`src/rtl/seg_scan_ctrl.sv`:
```
// Multiplexed seven-segment scanner: a prescaler steps one digit slot at a time,
// with double-buffered digit data that only changes at a frame boundary.
module seg_scan_ctrl #(
  parameter int NUM_DIGITS = 8,
  parameter int SCAN_DIV   = 100000
) (
  input  logic                      clk,
  input  logic                      rst,
  input  logic                      load,
  input  logic [4*NUM_DIGITS-1:0]   data_in,
  input  logic [NUM_DIGITS-1:0]     dp_in,
  input  logic [NUM_DIGITS-1:0]     blank_in,
  input  logic [2:0]                bright,
  output logic [7:0]                SEG,
  output logic [NUM_DIGITS-1:0]     AN,
  output logic                      frame_tick
);

  localparam int PW    = $clog2(SCAN_DIV);
  localparam int IW    = (NUM_DIGITS > 1) ? $clog2(NUM_DIGITS) : 1;
  localparam int SLICE = SCAN_DIV / 8;
  localparam logic [PW-1:0] PC_LAST  = PW'(SCAN_DIV - 1);
  localparam logic [IW-1:0] IDX_LAST = IW'(NUM_DIGITS - 1);

  logic [PW-1:0]             pc;
  logic [IW-1:0]             idx;
  logic [4*NUM_DIGITS-1:0]   shadow_data, disp_data;
  logic [NUM_DIGITS-1:0]     shadow_dp, disp_dp;
  logic [NUM_DIGITS-1:0]     shadow_blank, disp_blank;
  logic                      pending;

  logic                      slot_end;
  logic                      frame_end;
  logic [3:0]                cur_nib;
  logic                      cur_dp;
  logic                      cur_blank;
  logic [31:0]               on_limit;
  logic                      lit;
  logic [NUM_DIGITS-1:0]     an_next;
  logic [7:0]                seg_next;

  function automatic logic [6:0] hex7(input logic [3:0] nib);
    logic [6:0] pat;
    case (nib)
      4'h0: pat = 7'h40;
      4'h1: pat = 7'h79;
      4'h2: pat = 7'h24;
      4'h3: pat = 7'h30;
      4'h4: pat = 7'h19;
      4'h5: pat = 7'h12;
      4'h6: pat = 7'h02;
      4'h7: pat = 7'h78;
      4'h8: pat = 7'h00;
      4'h9: pat = 7'h10;
      4'hA: pat = 7'h08;
      4'hB: pat = 7'h03;
      4'hC: pat = 7'h46;
      4'hD: pat = 7'h21;
      4'hE: pat = 7'h06;
      default: pat = 7'h0E;
    endcase
    return pat;
  endfunction

  assign slot_end  = (pc == PC_LAST);
  assign frame_end = slot_end && (idx == IDX_LAST);

  always_comb begin
    cur_nib   = 4'h0;
    cur_dp    = 1'b0;
    cur_blank = 1'b0;
    an_next   = '1;
    for (int i = 0; i < NUM_DIGITS; i++) begin
      if (idx == IW'(i)) begin
        cur_nib   = disp_data[4*i +: 4];
        cur_dp    = disp_dp[i];
        cur_blank = disp_blank[i];
      end
    end
    // Brightness is a duty cycle in eighths of the slot, taken from the live input.
    on_limit = (32'(bright) + 32'd1) * 32'(SLICE);
    lit      = (32'(pc) < on_limit) && !cur_blank;
    for (int i = 0; i < NUM_DIGITS; i++) begin
      if (lit && (idx == IW'(i))) an_next[i] = 1'b0;
    end
    seg_next = lit ? {~cur_dp, hex7(cur_nib)} : 8'hFF;
  end

  always_ff @(posedge clk) begin
    if (rst) begin
      pc           <= '0;
      idx          <= '0;
      shadow_data  <= '0;
      shadow_dp    <= '0;
      shadow_blank <= '0;
      disp_data    <= '0;
      disp_dp      <= '0;
      disp_blank   <= '0;
      pending      <= 1'b0;
      frame_tick   <= 1'b0;
      AN           <= '1;
      SEG          <= 8'hFF;
    end else begin
      pc         <= slot_end ? '0 : pc + PW'(1);
      if (slot_end) idx <= (idx == IDX_LAST) ? '0 : idx + IW'(1);
      frame_tick <= frame_end;
      AN         <= an_next;
      SEG        <= seg_next;
      if (frame_end && pending) begin
        disp_data  <= shadow_data;
        disp_dp    <= shadow_dp;
        disp_blank <= shadow_blank;
        pending    <= 1'b0;
      end
      // A load on the boundary cycle lands after the copy, so it waits one more frame.
      if (load) begin
        shadow_data  <= data_in;
        shadow_dp    <= dp_in;
        shadow_blank <= blank_in;
        pending      <= 1'b1;
      end
    end
  end

endmodule

```
`config.mk`:
```
export PLATFORM = sky130hd
export DESIGN_NAME = seg_scan_ctrl
export DESIGN_NICKNAME = d
export VERILOG_FILES = /design/src/rtl/seg_scan_ctrl.sv
export SDC_FILE = /design/constraint.sdc
export NUM_CORES = 1
export LEC_CHECK = 0
export BUFFER_PORTS_ARGS = -buffer_cell sky130_fd_sc_hd__buf_2
export CAP_MARGIN = 40
export CORE_ASPECT_RATIO = 0.7
export CORE_MARGIN = 2
export CORE_UTILIZATION = 50
export DETAILED_ROUTE_END_ITERATION = 8
export PLACE_DENSITY = 0.73
export SLEW_MARGIN = 20
export SYNTH_ARGS = -nofsm -noshare
export SYNTH_HDL_FRONTEND = slang
export SYNTH_SLANG_ARGS = --single-unit
```
`constraint.sdc`:
```
create_clock -name clk -period 4 [get_ports clk]
set_input_delay 0.2 -clock clk [delete_from_list [all_inputs] [get_ports clk]]
set_output_delay 0.2 -clock clk [all_outputs]
set_load 0.01 [all_outputs]
```
* Word-level counts from Yosys, hierarchy flattened *
Memory sizes are Yosys's and may differ from the RTL's. A register that Yosys moved wholly into a read port is not among the register bits.
Index checks and enable logic that the tools add are counted.
W data, S select, Z words.

word-level totals
  register bits = 134
  memory bits (read-only) = 112
  input port bits = 54
  output and inout bits = 17
  logic and storage cells = 79
  memories = 1

operators by class
  add/subtract/negate cells = 3
  multiply operators = 1
  $lt $le $gt $ge = 1
  eq/ne operators = 8
  mux-type cells = 35
  bitwise logic cells = 2
  reductions and logical operators = 16

memory list
  memory           depth  bits a word  rd ports  clocked after memory_dff  wr ports  RTL line  RTL
  (no name shown)  16     7            1         1                         0         44        case (nib)

operators by type and width
  operator                 count
  $mux W4                  8
  $mux W1                  26
  $lt A17 B18 Y1           1
  $add A17 B1 Y17 const B  1
  $eq A17 B17 Y1 const B   1
  $mul A4 B12 Y16 const B  1
  $eq A3 B3 Y1 const B     4
  $logic_and A1 B1 Y1      11
  $eq A3 B2 Y1 const B     2
  $add A3 B1 Y4 const B    1
  $reduce_or A2 Y1         2
  $add A3 B1 Y3 const B    1
  $eq A3 B1 Y1 const B     1
  $logic_not A3 Y1         1
  $mux W3                  1
  $not A1 Y1               2
  $reduce_bool A2 Y1       1
  $logic_not A1 Y1         1

* Longest topological paths before layout *
Gate-level depths: netlist (run 1).

  depth in word-level cells = 13
  depth in mapped cells = 20

* Worst setup path before layout (run 1) *
OpenSTA, ideal clock, no wires.

  kind = input-to-reg
  start point = input bright[0]
  end point = register SEG[1]
  arrival time = 3.673 ns
  required time = 3.859 ns
  path slack = 0.187 ns
  stages = 18
  path through = clkbuf_1 > inv_1 > ha_1 > ha_1 > ha_1 > ha_1 > a21oi_1 > o21ai_0 > a21o_1 > a21oi_1 > xnor2_1 > ha_1 > a21o_1 > a211oi_1 > a311o_1 > o2111a_1 > buf_2 > o211ai_1

on the way
  cells in the longest elaborated chain, start to end = 6

ends and longest elaborated chain
  element                     RTL line  RTL
  start, declared             13        input logic [2:0] bright,
  $add A3 B1 Y4               81        on_limit = (32'(bright) + 32'd1) * 32'(SLICE);
  $mul A4 B12 Y16             81
  $lt A17 B18 Y1              82        lit = (32'(pc) < on_limit) && !cur_blank;
  $logic_and A1 B1 Y1         82
  $not A1 Y1 (no line)        --
  $reduce_or A2 Y1 (no line)  --
  end, declared               14        output logic [7:0] SEG,

No other way between the ends.
A chain may end at the register's enable or synchronous reset.

* Final worst setup path (run 1) *
  start point = input bright[0]
  end point = register AN[2]

on the way
  cells in the longest elaborated chain, start to end = 6

ends and longest elaborated chain
  element               RTL line  RTL
  $add A3 B1 Y4         81
  $mul A4 B12 Y16       81
  $lt A17 B18 Y1        82
  $logic_and A1 B1 Y1   82
  $logic_and A1 B1 Y1   84        if (lit && (idx == IW'(i))) an_next[i] = 1'b0;
  $mux W1               84
  end signal, assigned  107       AN <= an_next;
  end, declared         15        output logic [NUM_DIGITS-1:0] AN,

No other way between the ends.

==> flow_metrics.tcl, run 1 <==
set metrics [dict create \
    numCtsBuffers 17 \
    grt_pass1_vias 4881 \
    crit_arrival_ns 4.02 \
    dr.pass1.iters 5 \
    switchingPower_w 0.0007433 \
    crit_fanout 9 \
    ys_seq_area_share_pct 43.16 \
    outcome "finished clean" \
    num_rows 34 \
    r2r_start "idx[0]" \
    ios 71 \
    topRoutingLayerUsed "met4" \
    routed_wirelength_um 14170 \
    num-nets-final 877 \
    syn2layout_area_growth_pct 17.37 \
    portBuffers 70 \
    sw_frac_of_total_pct 23.14 \
    max_cap_violations 0 \
    via_per_inst 5.347 \
    die_h_um 97.29 \
    grt_use_total_pct 22.34 \
    hold_path_end "disp_blank[2]" \
    min_period_over_period_pct 93.66 \
    max-clock-path-buffers 2 \
    hp-start "rst" \
    met2WireLength_um 6269 \
    cts_setup_buffers 0 \
    p_leak_nw 3.019 \
    synthesis.area_um2 6216 \
    fin_ws_ns 0.2536 \
    slew_headroom_pct 47.94 \
    yosysUniqueCellTypes 51 \
    finalSetupViolations 0 \
    ir_drop_mv 0.3169 \
    vias 5106 \
    clock_latency_ns 0.42 \
    die_w_um 137.3 \
    intPower_w 0.002470 \
    grt_first_pass_wirelength_um 23690 \
    antenna_found_initial 0 \
    critPathKind "input port to flop" \
    synth.avg_cell_area_um2 8.621 \
    tightest_slew_ns 0.7809 \
    hold_viol 0 \
    drive_gt1_share_pct 15.13 \
    ant_nets 0 \
    root_buffer "clkbuf_16" \
    synthTopCellsByCount "134 x dfxtp_1, 133 x nand2_1, 80 x nor2_1" \
    final_cells 955 \
    synthCells 721 \
    dp.cells 924 \
    r2r_slack_ns 0.85 \
    synth-seq-cells 134 \
    preCtsSetupSlack_ns -0.04819 \
    core_um2 12290 \
    powerDensity_nw_per_um2 440.4 \
    insertedDiodeCount 0 \
    post_cts_resized 0 \
    rr_endpoint "SEG[3]" \
    fin_area_um2 7296 \
    routabilityCongestion 0.8885 \
    dieArea_um2 13350 \
    async_flop_share_pct 0 \
    rsz0062_at_grt "false" \
    synth_largest_area_cell "dfxtp_1" \
    finalCriticalPeriod_ns 3.746 \
    hold_depth 2 \
    drc_errors 0 \
    wl_met3_um 964 \
    cp.required_ns 4.27 \
    drt_iter0_markers 371 \
    synth_area_leaders "dfxtp_1 43%, mux2i_1 8.5%, ha_1 8.5%" \
    synth_edf_count 0 \
    grt_start_max_net_pins 65 \
    slew_violations 0 \
    drt-met1-wl_um 6828 \
    dpl.hpwl_um 10270 \
    skew_ns 0.006750 \
    dpl_cell_area_um2 6695 \
    start_util_pct 50.56 \
    wl_per_cell_um 14.84 \
    r2r_cells 11 \
    synth_most_common_cell "dfxtp_1" \
    synth_flop_cell "dfxtp_1" \
    cp-end-kind "flop" \
    hold_class "input port to flop" \
    clkTransAtPathRegs_ns 0.06 \
    netlist.area_leader.share_pct 43.16 \
    pwr-share-comb_pct 7.8 \
    synth_nets 817 \
    clkPwrFrac_pct 48.9 \
    critPathLaunchType "input port" \
    ys_warn_count 0 \
    fmax_mhz 266.9 \
    cts_hold_buf 0 \
    cts_tree "done" \
    cts_max_level 4 \
    pwr-share-seq_pct 43.3 \
    cts.sinks 134 \
    overflow 0 \
]
-- stage by stage --
step	hold WS [ns]	power (W)	utilization [%]	setup TNS, ns
after floorplan	0.3472	0.001588	-	0
after global placement	0.4338	0.001650	54.23	0
after detailed placement	0.4398	0.001670	54.46	-0.1809
after CTS	0.001409	0.003239	59.34	0
after global routing	0.01305	0.003328	59.34	0
final	0.007662	0.003213	59.34	0
-- critical path, cell delays in order --
cell      delay [ns]
buf_2           0.19
inv_1           0.10
ha_1            0.33
ha_1            0.31
ha_1            0.29
ha_1            0.34
a21oi_1         0.14
o21ai_0         0.13
a21o_1          0.22
a21oi_1         0.17
xnor2_1         0.10
ha_1            0.18
a21o_1          0.16
a211oi_1        0.30
a311o_1         0.22
o2111a_1        0.35
and2_1          0.22
nand2_1         0.06
-- placed cells by master (no fill, tap or decap), types with 2 or more instances in the layout --
| cell | instances |
|---|---|
| clkbuf_16 | 17 |
| nand3_1 | 17 |
| ha_1 | 42 |
| a21oi_1 | 71 |
| a211oi_1 | 7 |
| nand4_1 | 7 |
| nor2b_1 | 3 |
| a32oi_1 | 2 |
| o311ai_0 | 2 |
| and4_1 | 2 |
| nand3b_1 | 8 |
| nand2_1 | 133 |
| bufinv_16 | 3 |
| and2_1 | 3 |
| xor2_1 | 15 |
| a21o_1 | 2 |
| dfxtp_1 | 134 |
| buf_4 | 15 |
| a22oi_1 | 5 |
| o22ai_1 | 2 |
| clkinv_4 | 2 |
| o21ai_0 | 16 |
| clkinv_2 | 2 |
| mux2i_1 | 53 |
| a31oi_1 | 5 |
| o211ai_1 | 7 |
| and3_1 | 3 |
| inv_1 | 17 |
| clkinvlp_4 | 3 |
| nor3_1 | 4 |
| xnor2_1 | 13 |
| inv_6 | 4 |
| nor2_1 | 80 |
| nand2b_1 | 6 |
| buf_2 | 69 |
-- worst max path at each step --
stage | start | endpoint | slack (ns) | cells after the start
2_1_floorplan | bright[0] | SEG[1] | 0.19 | 18
3_3_place_gp | bright[0] | AN[2] | 0.12 | 18
3_5_place_dp | bright[0] | AN[2] | -0.05 | 18
4_1_cts | bright[0] | AN[6] | 0.30 | 18
5_1_grt | bright[0] | AN[2] | 0.06 | 18
6_report | bright[0] | AN[2] | 0.25 | 18
-- kinds of logic after synthesis --
kind of cell    count (synthesis)  synth area share, %
simple gates                  274                19.06
compound gates                126                11.84
flops                         134                43.16
buf+inv                        62                4.449
mux                            54                8.716
xor+xnor                       29                4.328
fa+ha+maj                      42                8.454
-- per-layer routing --
layer  vias up  global-route usage, %
li1       2581                      -
met1      2364                  31.33
met2       146                  33.79
met3        15                  6.729
met4         0                  5.075
met5         -                      0
-- layout make-up --
type / instances / area, um^2
Tap cell: 162 / 202.7
Sequential cell: 134 / 2683
Fill cell: 1041 / 4999
Multi-Input combinational cell: 525 / 3257
Clock buffer: 17 / 425.4
Inverter: 18 / 67.56
Timing Repair Buffer: 85 / 485.5
Clock inverter: 14 / 175.2
-- power by group through the flow --
stage / Clock (W) / Combinational [W] / Sequential (W)
CTS: 0.00160 / 0.000251 / 0.00139
finish: 0.00157 / 0.000250 / 0.00139
global route: 0.00165 / 0.000282 / 0.00140
floorplan: 0 / 0.000173 / 0.00142
detailed placement: 0 / 0.000250 / 0.00142
global placement: 0 / 0.000231 / 0.00142
-- state kept, by name, summed over array words and instances (netlist names) --
| signal | flops |
|---|---|
| disp_data | 32 |
| shadow_data | 32 |
| pc | 17 |
| AN | 8 |
| SEG | 8 |
| disp_blank | 8 |
| disp_dp | 8 |
| shadow_blank | 8 |
| shadow_dp | 8 |
| idx | 3 |
| frame_tick | 1 |
| pending | 1 |
Power figures use the tool's default switching activity.
==> inputs of run 2 (changes only) <==
--- a/config.mk
+++ b/config.mk
@@ -12,6 +12,7 @@
 export CORE_UTILIZATION = 50
 export DETAILED_ROUTE_END_ITERATION = 8
 export PLACE_DENSITY = 0.73
+export RECOVER_POWER = 50
 export SLEW_MARGIN = 20
 export SYNTH_ARGS = -nofsm -noshare
 export SYNTH_HDL_FRONTEND = slang
==> run 2 against run 1 <==
Against the previous run:
- the flow now finishes with violations (capacitance limit, slew limit)
- count of clock-buffer cells in the layout unchanged
- combinational power about the same
- die area unchanged
- worst setup slack worse by 0.0014 ns
- critical path depth unchanged
- flip-flop and latch count unchanged
- total power about the same
- final area down 0.36%
- worst hold slack better by 0.0011 ns
- clock power about the same
- largest power group unchanged
- highest routed layer unchanged
==> flow_metrics.tcl, run 2 (synthesis results as in run 1) <==
set metrics [dict create \
    outcome "complete, but fails checks" \
    failed_checks "capacitance limit, slew limit" \
    slew_headroom_pct -17.95 \
    numCtsBuffers 17 \
    grt_use_total_pct 22.34 \
    vias 5104 \
    grt_first_pass_wirelength_um 23690 \
    drive_gt1_share_pct 12.61 \
    cpMaxStageDelayCell "o2111a_1" \
    drc_errors 0 \
    grt_start_max_net_pins 65 \
    max-clock-path-buffers 2 \
    crit_fanout 9 \
    clkTransAtPathRegs_ns 0.06 \
    grt_pass1_vias 4881 \
    crit_path_max_incr_delay_ns 0.36 \
    skew_ns 0.007438 \
    fmax_mhz 266.8 \
    dieArea_um2 13350 \
    cts_setup_buffers 0 \
    p_leak_nw 2.978 \
    post_cts_resized 0 \
    dpl_cell_area_um2 6695 \
    ir_drop_mv 0.3164 \
    tns_ns 0 \
    start_util_pct 50.56 \
    ant_nets 0 \
    num-nets-final 877 \
    path_cells "buf_2 -> inv_1 -> ha_1 -> ha_1 -> ha_1 -> ha_1 -> a21oi_1 -> o21ai_0 -> a21o_1 -> a21oi_1 -> xnor2_1 -> ha_1 -> a21o_1 -> a211oi_1 -> a311o_1 -> o2111a_1 -> and2_1 -> nand2_1" \
    core_um2 12290 \
    critPathMostFrequentCell "ha_1" \
    cp.required_ns 4.27 \
    drt_iter0_markers 380 \
    critPathLaunchType "input port" \
    crit_arrival_ns 4.02 \
    cp-end-kind "flop" \
    switchingPower_w 0.0007431 \
    pwr-share-comb_pct 7.8 \
    syn2layout_area_growth_pct 16.95 \
    routed_wirelength_um 14170 \
    tightest_slew_ns 1.769 \
    clkPwrFrac_pct 48.9 \
    crit_buf_inv 2 \
    ios 71 \
    n_fill_cell 1055 \
    fin_area_um2 7269 \
    wl_per_cell_um 14.84 \
    min_period_over_period_pct 93.70 \
    overflow 0 \
    clock_latency_ns 0.42 \
    routabilityCongestion 0.8885 \
    portBuffers 70 \
    num_rows 34 \
    rsz0062_at_grt "false" \
    hold_viol 0 \
    slew_violations 52 \
    die_w_um 137.3 \
    root_buffer "clkbuf_16" \
    sw_frac_of_total_pct 23.12 \
    cts.sinks 134 \
    dr.pass1.iters 5 \
    finalCriticalPeriod_ns 3.748 \
    max_cap_violations 2 \
    final_common_cell "dfxtp_1" \
    hold_class "input port to flop" \
    cts_hold_buf 0 \
    insertedDiodeCount 0 \
    mostFrequentLayoutCells "134 x dfxtp_1, 133 x nand2_1, 80 x nor2_1, 71 x a21oi_1, 53 x mux2i_1" \
    crit_family "compound AO/OA/AOI/OAI gates" \
    via_per_inst 5.345 \
    dpl.hpwl_um 10270 \
    critPathKind "input port to flop" \
    powerDensity_nw_per_um2 442.1 \
    cts_tree "done" \
    top_regs "disp_data x32, shadow_data x32, pc x17" \
    finalSetupViolations 0 \
    pwr-share-seq_pct 43.3 \
    die_h_um 97.29 \
    intPower_w 0.002470 \
    antenna_found_initial 0 \
    cts_max_level 4 \
]
## run 2: per-stage QoR
step           hold WS (ns)  power (W)  utilization [%]  instances  setup slack, ns
2_1_floorplan        0.3472   0.001588                -        721           0.1867
3_3_place_gp         0.4338   0.001650            54.23        923           0.1150
3_5_place_dp         0.4398   0.001670            54.46        924         -0.04819
4_1_cts            0.001409   0.003239            59.34        955           0.3041
5_1_grt             0.01301   0.003329            59.13        955          0.06495
6_report           0.008795   0.003213            59.13        955           0.2521
## run 2: final timing paths
kind,endpoint,depth (start not counted),startpoint,slack [ns]
worst max register to register,SEG[3],11,idx[0],0.87
worst min-delay path,disp_blank[2],2,rst,0.009
worst max-delay path,AN[2],18,bright[0],0.25
worst min register to register,disp_blank[0],2,shadow_blank[0],0.45
## run 2: final cells by class
class                   count  area, um^2  share of cell area (%)
flip-flops and latches    134        2683                   36.90
clock buffers              17       425.4                   5.852
inverters                  18       67.56                  0.9294
clock inverters            14       175.2                   2.410
repair buffers             85       459.2                   6.317
multi-input cells         525        3257                   44.80
well taps                 162       202.7                   2.788
## run 2: per-layer routing
| metal | wire [um] | GRT usage (%) | part of all wire [%] |
|---|---|---|---|
| met1 | 6868 | 31.33 | 48 |
| met2 | 6255 | 33.79 | 44 |
| met5 | 0 | 0 | 0 |
| met3 | 930 | 6.729 | 6.6 |
| met4 | 117 | 5.075 | 0.83 |
## run 2: power groups by stage
| stage | Combinational [W] | Clock [W] | Sequential, W |
|---|---|---|---|
| 2_1_floorplan | 0.000173 | 0 | 0.00142 |
| 3_3_place_gp | 0.000231 | 0 | 0.00142 |
| 3_5_place_dp | 0.000250 | 0 | 0.00142 |
| 4_1_cts | 0.000251 | 0.00160 | 0.00139 |
| 5_1_grt | 0.000283 | 0.00165 | 0.00140 |
| 6_report | 0.000250 | 0.00157 | 0.00139 |
==> inputs of run 3 (changes only) <==
--- a/config.mk
+++ b/config.mk
@@ -10,6 +10,7 @@
 export CORE_ASPECT_RATIO = 0.7
 export CORE_MARGIN = 2
 export CORE_UTILIZATION = 50
+export CTS_BUF_LIST = sky130_fd_sc_hd__clkbuf_4 sky130_fd_sc_hd__clkbuf_8
 export DETAILED_ROUTE_END_ITERATION = 8
 export PLACE_DENSITY = 0.73
 export RECOVER_POWER = 50
==> run 3 against run 2 <==
Against the previous run:
- the flow now finishes without violations
- sequential share of layout area decreased by 0.42 points
- cell count rose by 3.1%
- critical path depth is the same
- largest cell class unchanged
- largest power group is now sequential cells
==> flow_metrics.tcl, run 3 (synthesis results as in run 1) <==
set metrics [dict create \
    outcome "finished clean" \
    dr.pass1.iters 5 \
    crit_arrival_ns 3.92 \
    grt_start_max_net_pins 65 \
    drt-met1-wl_um 6871 \
    grt_pass1_vias 4973 \
    dpl.hpwl_um 10270 \
    grt_first_pass_wirelength_um 23820 \
    hold_class "input port to flop" \
    cts_tree "done" \
    rsz0062_at_grt "false" \
    die_w_um 137.3 \
    p_leak_nw 3.006 \
    vias 5206 \
    overflow 0 \
    routabilityCongestion 0.8885 \
    setup.worst_path.start "bright[0]" \
    met2WireLength_um 6388 \
    ant_nets 0 \
    wl_per_cell_um 14.52 \
    endpoint "AN[2]" \
    cp-end-kind "flop" \
    skew_ns 0.01264 \
    final_cells 985 \
    r2r_cells 11 \
    slew_violations 0 \
    dp.cells 924 \
    portBuffers 70 \
    cts.sinks 134 \
    n_fill_cell 1054 \
    num_rows 34 \
    drive_gt1_share_pct 12.15 \
    fmax_mhz 275.3 \
    fin_ws_ns 0.3680 \
    max_cap_violations 0 \
    insertedDiodeCount 0 \
    slew_headroom_pct 2.448 \
    crit_fanout 9 \
    start_util_pct 50.56 \
    post_cts_resized 0 \
    topRoutingLayerUsed "met4" \
    syn2layout_area_growth_pct 18.30 \
    core_um2 12290 \
    worst_hold_slack_ns 0.01219 \
    finalCriticalPeriod_ns 3.632 \
    ir_drop_mv 0.2461 \
    critPathKind "input port to flop" \
    grt_use_total_pct 22.28 \
    drt_iter0_markers 381 \
    via_per_inst 5.285 \
    r2r_slack_ns 0.83 \
    fin_area_um2 7353 \
    rr_endpoint "SEG[3]" \
    antenna_found_initial 0 \
    cp.required_ns 4.29 \
    hold_viol 0 \
    finalSetupViolations 0 \
    routed_wirelength_um 14300 \
    hold_depth 3 \
    drc_errors 0 \
    preCtsSetupSlack_ns -0.04819 \
    num-nets-final 907 \
    wl_met3_um 909 \
    cts_setup_buffers 0 \
    clkTransAtPathRegs_ns 0.08 \
    dieArea_um2 13350 \
    max-clock-path-buffers 2 \
    root_buffer "clkbuf_8" \
    critPathLaunchType "input port" \
    top_regs "disp_data x32, shadow_data x32, pc x17" \
    mostFrequentLayoutCells "134 x dfxtp_1, 133 x nand2_1, 80 x nor2_1, 71 x a21oi_1, 53 x mux2i_1" \
    powerDensity_nw_per_um2 383.5 \
    ios 71 \
    die_h_um 97.29 \
    cts_max_level 4 \
    tightest_slew_ns 1.463 \
    min_period_over_period_pct 90.80 \
    numCtsBuffers 17 \
    dpl_cell_area_um2 6695 \
    utilization_pct 59.81 \
    r2r_start "idx[0]" \
    final_common_cell "dfxtp_1" \
    clock_latency_ns 0.44 \
]
run 3: changes by cell type in the layout (fill, tap and decap cells not counted), sizes merged:
cell / previous run / this run
dlygate4sd3: 0 / 30
buf: 66 / 65
clkbuf: 36 / 37
run 3: area by class of cell:
class	instances	area [um^2]	share of cell area, %
multi-input cells	525	3257	44.29
clock buffers	17	234.0	3.182
flip-flops and latches	134	2683	36.48
clock inverters	14	175.2	2.382
inverters	18	67.56	0.9188
well taps	162	202.7	2.757
repair buffers	115	734.5	9.988
run 3: through the flow:
stage	setup TNS, ns	power, W
after floorplan	0	0.001588
after global placement	0	0.001650
after detailed placement	-0.1809	0.001670
after CTS	0	0.002838
after global routing	0	0.002929
final	0	0.002820
run 3: layer usage:
layer	global-route usage, %	vias to the layer above
met5	0	-
met4	5.630	0
met3	5.842	14
met2	34.37	163
met1	30.98	2396
li1	-	2633
run 3: worst min path at each step:
stage | start | endpoint | slack [ns]
CTS | dp_in[1] | shadow_dp[1] | 0.0002
finish | data_in[11] | shadow_data[11] | 0.01
global placement | data_in[0] | shadow_data[0] | 0.43
detailed placement | rst | disp_blank[2] | 0.44
global route | data_in[25] | shadow_data[25] | 0.002
floorplan | blank_in[0] | shadow_blank[0] | 0.35
run 3: where the power goes:
group          switching (W)  leakage [nW]  internal [W]  total, W
combinational       0.000136          1.71      0.000131  0.000267
sequential         0.0000209          1.09       0.00137   0.00139
clock               0.000543         0.199      0.000620   0.00116
total               0.000700          3.01       0.00212   0.00282
run 3: what timing repair did:
action | in CTS | in global routing
hold buffers | 29 | 1
hold endpoints to repair | 33 | 1
endpoints found under the setup margin | 0 | 0
run 3: worst max-delay path, cell delays in order:
cell	delay (ns)
buf_2	0.18
inv_1	0.10
ha_1	0.33
ha_1	0.31
ha_1	0.29
ha_1	0.34
a21oi_1	0.13
o21ai_0	0.13
a21o_1	0.22
a21oi_1	0.17
xnor2_1	0.10
ha_1	0.18
a21o_1	0.15
a211oi_1	0.26
a311o_1	0.20
o2111a_1	0.35
and2_1	0.22
nand2_1	0.06
